### src/rtl/aead_serial_loader.sv
// Purpose: buffers key/nonce/AD/plaintext words, then shifts them MSB-first into a serial AEAD core.
// Latency: start output rises N+1 cycles after the last word is accepted (N shift + 1 settle).
// Backpressure: in_ready is high only in LOAD and DONE; words offered in any other state are ignored.
module aead_serial_loader #(
  parameter int          K    = 128,
  parameter int          L    = 40,
  parameter int          Y    = 40,
  parameter int          W    = 32,
  parameter logic [31:0] SEED = 32'hACE1_2024
) (
  input  logic         clk,
  input  logic         rst,
  input  logic [W-1:0] in_data,
  input  logic         in_valid,
  output logic         in_ready,
  input  logic         mode_dec,
  output logic         aead_rstn,
  output logic         keyxSO,
  output logic         noncexSO,
  output logic         adxSO,
  output logic         ptxSO,
  output logic         r128xSO,
  output logic         rptxSO,
  output logic         enc_startxSO,
  output logic         dec_startxSO,
  input  logic         enc_readyxSI,
  input  logic         dec_readyxSI,
  output logic         busy,
  output logic         done
);

  localparam int NB  = 128;
  localparam int KW  = (K + W - 1) / W;
  localparam int NW  = NB / W;
  localparam int AW  = (L + W - 1) / W;
  localparam int PW  = (Y + W - 1) / W;
  localparam int TW  = KW + NW + AW + PW;
  localparam int N1  = (K > NB) ? K : NB;
  localparam int N2  = (L > Y) ? L : Y;
  localparam int N   = (N1 > N2) ? N1 : N2;
  localparam int WCW = $clog2(TW + 1);
  localparam int CW  = $clog2(N);

  // Right-shifting Galois form of x^32 + x^22 + x^2 + x + 1
  localparam logic [31:0] LFSR_POLY = 32'h8020_0003;

  // One-hot MSB masks used to pick the current bit out of a left-shifted field
  localparam logic [K-1:0]  KEY_MSB   = {1'b1, {(K-1){1'b0}}};
  localparam logic [NB-1:0] NONCE_MSB = {1'b1, {(NB-1){1'b0}}};
  localparam logic [L-1:0]  AD_MSB    = {1'b1, {(L-1){1'b0}}};
  localparam logic [Y-1:0]  PT_MSB    = {1'b1, {(Y-1){1'b0}}};

  typedef enum logic [2:0] {
    S_LOAD   = 3'd0,
    S_SHIFT  = 3'd1,
    S_SETTLE = 3'd2,
    S_START  = 3'd3,
    S_DONE   = 3'd4
  } state_t;

  state_t          state;
  state_t          state_nxt;
  logic [WCW-1:0]  wcnt;
  logic [WCW-1:0]  widx;
  logic [CW-1:0]   cnt;
  logic            mode;
  logic            rstn_q;
  logic [K-1:0]    key_r;
  logic [NB-1:0]   nonce_r;
  logic [L-1:0]    ad_r;
  logic [Y-1:0]    pt_r;
  logic [31:0]     lfsr;
  logic [31:0]     lfsr_nxt;
  logic            accept;
  logic            last_word;
  logic            start_ack;

  // A word from DONE always begins a fresh job, so it lands in word slot 0
  assign accept    = in_valid && in_ready;
  assign widx      = (state == S_DONE) ? '0 : wcnt;
  assign last_word = (wcnt == WCW'(TW - 1));
  assign start_ack = mode ? dec_readyxSI : enc_readyxSI;
  assign lfsr_nxt  = {1'b0, lfsr[31:1]} ^ (lfsr[0] ? LFSR_POLY : 32'h0);

  // State register
  always_ff @(posedge clk or posedge rst) begin
    if (rst) state <= S_LOAD;
    else     state <= state_nxt;
  end

  // Next-state decode
  always_comb begin
    state_nxt = state;
    case (state)
      S_LOAD:   if (accept && last_word) state_nxt = S_SHIFT;
      S_SHIFT:  if (cnt == CW'(N - 1))   state_nxt = S_SETTLE;
      S_SETTLE: state_nxt = S_START;
      S_START:  if (start_ack)           state_nxt = S_DONE;
      S_DONE:   if (accept)              state_nxt = S_LOAD;
      default:  state_nxt = S_LOAD;
    endcase
  end

  // Word/bit counters, mode latch, field packing, LFSR and the registered core reset
  always_ff @(posedge clk or posedge rst) begin
    if (rst) begin
      wcnt    <= '0;
      cnt     <= '0;
      mode    <= 1'b0;
      rstn_q  <= 1'b0;
      key_r   <= '0;
      nonce_r <= '0;
      ad_r    <= '0;
      pt_r    <= '0;
      lfsr    <= SEED;
    end else begin
      rstn_q <= (state_nxt != S_LOAD);

      if (accept) begin
        if (state == S_DONE)  wcnt <= WCW'(1);
        else if (last_word)   wcnt <= '0;
        else                  wcnt <= wcnt + WCW'(1);

        if (widx == '0) mode <= mode_dec;

        if (widx < WCW'(KW))                key_r   <= K'({key_r, in_data});
        else if (widx < WCW'(KW + NW))      nonce_r <= NB'({nonce_r, in_data});
        else if (widx < WCW'(KW + NW + AW)) ad_r    <= L'({ad_r, in_data});
        else                                pt_r    <= Y'({pt_r, in_data});
      end

      if (state == S_SHIFT) begin
        cnt  <= (cnt == CW'(N - 1)) ? '0 : cnt + CW'(1);
        lfsr <= lfsr_nxt;
      end else begin
        cnt  <= '0;
      end
    end
  end

  // Output decode; a field shifted past its width reads as 0
  always_comb begin
    in_ready     = (state == S_LOAD) || (state == S_DONE);
    aead_rstn    = rstn_q;
    busy         = (state == S_SHIFT) || (state == S_SETTLE) || (state == S_START);
    done         = (state == S_DONE);
    keyxSO       = 1'b0;
    noncexSO     = 1'b0;
    adxSO        = 1'b0;
    ptxSO        = 1'b0;
    r128xSO      = 1'b0;
    rptxSO       = 1'b0;
    enc_startxSO = 1'b0;
    dec_startxSO = 1'b0;
    if (state == S_SHIFT) begin
      keyxSO   = |((key_r << cnt) & KEY_MSB);
      noncexSO = |((nonce_r << cnt) & NONCE_MSB);
      adxSO    = |((ad_r << cnt) & AD_MSB);
      ptxSO    = |((pt_r << cnt) & PT_MSB);
      r128xSO  = lfsr[0];
      rptxSO   = lfsr[1];
    end
    if (state == S_START) begin
      enc_startxSO = !mode;
      dec_startxSO = mode;
    end
  end

endmodule

### config.mk
export PLATFORM = sky130hd
export DESIGN_NAME = aead_serial_loader
export DESIGN_NICKNAME = d
export VERILOG_FILES = /design/src/rtl/aead_serial_loader.sv
export SDC_FILE = /design/constraint.sdc
export NUM_CORES = 1
export LEC_CHECK = 0
export BUFFER_PORTS_ARGS = -buffer_cell sky130_fd_sc_hd__buf_2
export CAP_MARGIN = 5
export CORE_UTILIZATION = 57
export CTS_CLUSTER_DIAMETER = 50
export DETAILED_ROUTE_END_ITERATION = 10
export MAX_ROUTING_LAYER = met4
export PLACE_DENSITY = 0.79
export SYNTH_ARGS = -nofsm -noshare
export SYNTH_HDL_FRONTEND = slang
export SYNTH_SLANG_ARGS = --single-unit
### constraint.sdc
create_clock -name clk -period 21.7 [get_ports clk]
set_input_delay 0 -clock clk [delete_from_list [all_inputs] [get_ports clk]]
set_output_delay 0 -clock clk [all_outputs]
set_load 0.02 [all_outputs]
Word-level counts from Yosys, hierarchy flattened
Index checks and enable logic that the tools add are counted.

Reductions and logical operators: 14. $add $sub $neg: 2. Multiplexer cells: 20. $lt $le $gt $ge: 3. Shifts and indexed selects: 4. Bitwise logic cells: 4. Equality and inequality tests: 6.

Operators with widths (number): left shift 128 x 7 -> 128 bit (2); left shift 40 x 7 -> 40 bit (2); 2-to-1 mux 32 bit (1); XOR 31 x 32 -> 32 bit (1); case mux 3 bit (5 select lines) (1); 2-to-1 mux 7 bit (2); 2-to-1 mux 3 bit (4); 2-to-1 mux 4 bit (3); 2-to-1 mux 1 bit (9); < comparator 4 bit (second input constant) (2); AND reduction 4 bit (2); adder 7 x 1 -> 7 bit (second input constant) (1); equality test 7 bit (second input constant) (1); equality test 3 x 2 -> 1 bit (second input constant) (2); adder 4 x 1 -> 4 bit (second input constant) (1); equality test 4 bit (second input constant) (1); logical NOT 4 bit (1); < comparator 4 x 3 -> 1 bit (second input constant) (1); AND reduction 2 bit (2); equality test 3 x 1 -> 1 bit (second input constant) (1); equality test 3 bit (second input constant) (1); logical NOT 3 bit (1); logical OR 1 bit (3); inverter 1 bit (3); 4 further kinds (5).

Input bits: 38. Logic and storage cells: 63. Register bits: 384.

Logic depth before layout (Yosys ltp)
Word-level depth: 7. Mapped depth: 10.

Least setup slack after synthesis
OpenSTA, ideal clock, no wires.

Path type: register to register. Start: reg state[0]. End: reg nonce_r[0]. Period minus slack after synthesis: 2355 ps. Arrival: 2230 ps. Stages on the path, launching flop included: 8. Path slack: 19345 ps. Data required time: 21575 ps. Cell sequence: dfrtp_1 clkbuf_1 nor2_1 nand2_1 or4_1 buf_2 buf_2 mux2_2.

Elaborated cells between the ends (all ways): 9. Those cells by class: order compare: 2; eq/ne: 1; mux: 1; bitwise: 1; reduce/logical: 4.

RTL lines: start: declaration (line 61) `state_t state;`; start signal: assignment (line 88) `else state <= state_nxt;`; equality test 3 bit / logical NOT 3 bit (equally long branches) (line 143) `in_ready = (state == S_LOAD) || (state == S_DONE);`; logical OR 1 bit (*) (line 143); named net in_ready (line 15) `output logic in_ready,`; logical AND 1 bit (*) (line 79) `assign accept = in_valid && in_ready;`; AND reduction 3 bit (no source line) (*); end signal: assignment (line 127) `else if (widx < WCW'(KW + NW)) nonce_r <= NB'({nonce_r, in_data});`; end: declaration (line 69) `logic [NB-1:0] nonce_r;`.

Mark *: on every way through the listed nets, which the timed path passes. The rest lies on a longest branch. A chain may end at the register's enable or synchronous reset.

Worst setup path after layout
Start: reg cnt[0]. End: out ptxSO.

Cells in the longest elaborated chain, start to end: 2.

RTL lines: start: declaration (line 65) `logic [CW-1:0] cnt;`; start signal: assignment (line 133) `cnt <= (cnt == CW'(N - 1)) ? '0 : cnt + CW'(1);`; left shift 40 x 7 -> 40 bit (line 159) `ptxSO = |((pt_r << cnt) & PT_MSB);`; 2-to-1 mux 1 bit (line 155) `if (state == S_SHIFT) begin`; end: declaration (line 21) `output logic ptxSO,`.

No other way between the ends.

==> metrics <==
largest net degree at the start of global routing=198; warning count from the yosys run=0; final critical-path required period=about 4.3 ns; combined global-route utilization of all metal layers=0.252; WL final=36.1 mm; post-route antenna net violation count=0; root cell of the clock tree=clkbuf_16; startpoint-to-endpoint class of the critical path=flip-flop to output port; count of unresolved DRC violations after routing=0; uppermost routed layer=met4; maximum VDD drop=around 0.087 mV; final count of pins violating max slew=0; post-detailed-route wirelength per cell=between 20 and 25 um; remaining global-route overflow=0; transition time of the tightest slew-check pin=1.23 ns; unrepaired setup endpoints after global routing=no; largest driver fanout on the critical path=between 40 and 50; share of layout cells above drive strength 1=0.463; number of endpoints failing setup at the final stage=0; Chip Width=~180 um; quantity of I/O buffers inserted on ports=49; number of antenna violations at the first check in global routing=2; first-pass GRT wire length=around 58 mm; vias post-DR=between 9,000 and 10,000; synthesized area=between 15,000 and 20,000 sq um; most frequent cell after synthesis=dfrtp_1; area occupied by multi-input gates=roughly 7000 sq um; CP startpoint kind=flip-flop; sequential fraction of the synthesis area=0.560; setup skew after layout=roughly 0.021 ns; Initial Util=0.579; list of most frequent post-synthesis cells=dfrtp_1, mux2_2, nand2_1; number of nets at the end of the flow=between 1,000 and 1,500; die height=between 150 and 200 um; synthesized area per cell=approximately 15 sq um; arrival time of data at the critical path endpoint=~4.3 ns; DR vias/cell=about 6; area taken by flip-flops and latches=about 9600 sq um; clock tree from TritonCTS=done; Net Count, Synth=1,186; met2 wire length=roughly 18 mm; data required time of the worst path=21.70 ns; count of instances resized after the clock tree is built=0; core footprint=~30,000 sq um; Setup TNS=0 ns; number of H-tree levels=2; power per cell area=151 nW/um^2; later-pin clock latency in the skew report=around 0.54 ns; maximum count of clock buffers along a single path=3; I/O pin total=50; worst setup slack before clock tree synthesis=approximately 18 ns; top_reg_cell synth=dfrtp_1; Placement Rows=between 60 and 70; max-cap violations=0; placed wire-length estimate=approximately 23 mm; endpoint type of the worst setup path=output port; worst setup margin=between 15 and 20 ns; clock sinks=between 300 and 400; final critical-path share of the clock period=0.197; Yosys top cell area share=0.544; number of fillers in the final layout=2,079; overall die area=between 30,000 and 40,000 sq um; number of distinct library cell variants in the gate-level netlist after synthesis=44; timing-limited maximum frequency=roughly 230 MHz; number of clock buffers inserted by TritonCTS=a little over 40; top cells by area, synth=dfrtp_1, mux2_2, mux4_2; path category of the worst min-delay check=input port to asynchronous set/reset pin; iteration-0 DRC count of the detailed router=around 700; final number of hold-violating endpoints=0; gate count after technology mapping=around 1,100; detailed route wirelength on metal3=about 1.4 mm; Yosys top cell by area=dfrtp_1; result of the run=completed; vias in the first global route=a little over 10,000; worst slew slack as a fraction of its limit=0.177; clock-pin slew on the worst setup and hold paths=0.06 ns; number of storage elements in the synthesis netlist=384; relative area change from synthesis to final layout=13.8%; number of enable-type register cells in the synthesized netlist=0; number of detailed-routing iterations run before antenna repair=5; post-synthesis async set-or-reset flop share=1.00; weighted congestion at the end of routability-driven global placement=roughly 0.78; leakage power figure=between 0.008 and 0.009 uW; count of hold buffers inserted by post-cts repair=37; post-route met1 wirelength=approximately 16 mm; post-CTS setup repair buffer count=0
==> cell usage in the layout, fill, tap and decap left out, types with 22 or more instances in the layout <==
cell / count
dlygate4sd3_1: 37
nor2_1: 26
clkbuf_16: 43
dfrtp_1: 370
nand2_1: 103
mux2i_1: 22
mux2_2: 348
mux4_2: 81
buf_2: 49
==> final cells by class <==
type | instances | area share
clock buffer | 58 | 0.0616
multi-input combinational | 683 | 0.369
antenna | 2 | 0.000256
tap | 390 | 0.0250
timing repair buffer | 97 | 0.0364
sequential | 384 | 0.493
clock inverter | 16 | 0.0139
inverter | 3 | 0.000961
==> flip-flops by register name, summed over array words and instances (netlist names) <==
name / cells
aead_rstn: 1
wcnt: 4
state: 3
lfsr: 32
pt_r: 40
nonce_r: 128
cnt: 7
mode: 1
ad_r: 40
key_r: 128
==> final timing paths <==
kind                       cells after the start  slack [ns]                 start                       to
max in group asynchronous                      4       19.97                   rst  nonce_r[81]$_DFFE_PP0P_
min reg2reg                                    2        0.45  lfsr[23]$_DFFE_PP1P_     lfsr[22]$_DFFE_PP1P_
min in group clk                               3        0.24              mode_dec         mode$_DFFE_PP0P_
max                                            8       17.42      cnt[0]$_DFF_PP0_                    ptxSO
min                                            3        0.22                   rst    key_r[78]$_DFFE_PP0P_
max reg2reg                                    5       18.68   wcnt[3]$_DFFE_PP0P_    key_r[43]$_DFFE_PP0P_
==> power breakdown <==
part,internal [uW],switching [uW]
clock network,471,283
registers,1040,258
logic,540,347
==> cell families (layout without fill, tap and decap cells) <==
kind of cell | after synthesis | after routing | share of synthesized area
muxes | 453 | 453 | 0.350
DFF | 384 | 384 | 0.560
and+or+nand+nor | 164 | 164 | 0.0404
buffers and inverters | 79 | 174 | 0.0211
AOI/OAI and AO/OA | 56 | 56 | 0.0221
xor gates and xnor gates | 8 | 8 | 0.00408
adders and majority gates | 2 | 2 | 0.00146
other | 0 | 2 | 0
==> routing by layer <==
layer / track usage / vias to the layer above
met5: - / -
met4: 0.0786 / 0
met3: 0.0442 / 81
met2: 0.385 / 222
met1: 0.348 / 5233
li1: - / 4358
==> through the flow <==
| stage | total power, uW | cells | util | hold WS, ns | instance area [sq um] |
|---|---|---|---|---|---|
| final | 2940 | 1633 | 0.659 | 0.216 | 19500 |
| after CTS | 2960 | 1631 | 0.659 | 0.230 | 19500 |
| after global routing | 3090 | 1633 | 0.659 | 0.254 | 19500 |
| after detailed placement | 2180 | 1520 | 0.597 | 0.237 | 17700 |
| after floorplan | 1950 | 1146 | - | 0.151 | 17200 |
| after global placement | 2130 | 1520 | 0.597 | 0.233 | 17700 |
==> critical path: stages, from the launching register on <==
cell and delay [ns]:
dfrtp_4 0.93, buf_4 0.81, mux4_2 0.60, mux4_2 0.47, a222oi_1 0.36, nor2_1 0.10, a31oi_1 0.17, nor2_1 0.07
buf_2 0.18
Power figures use the tool's default switching activity.
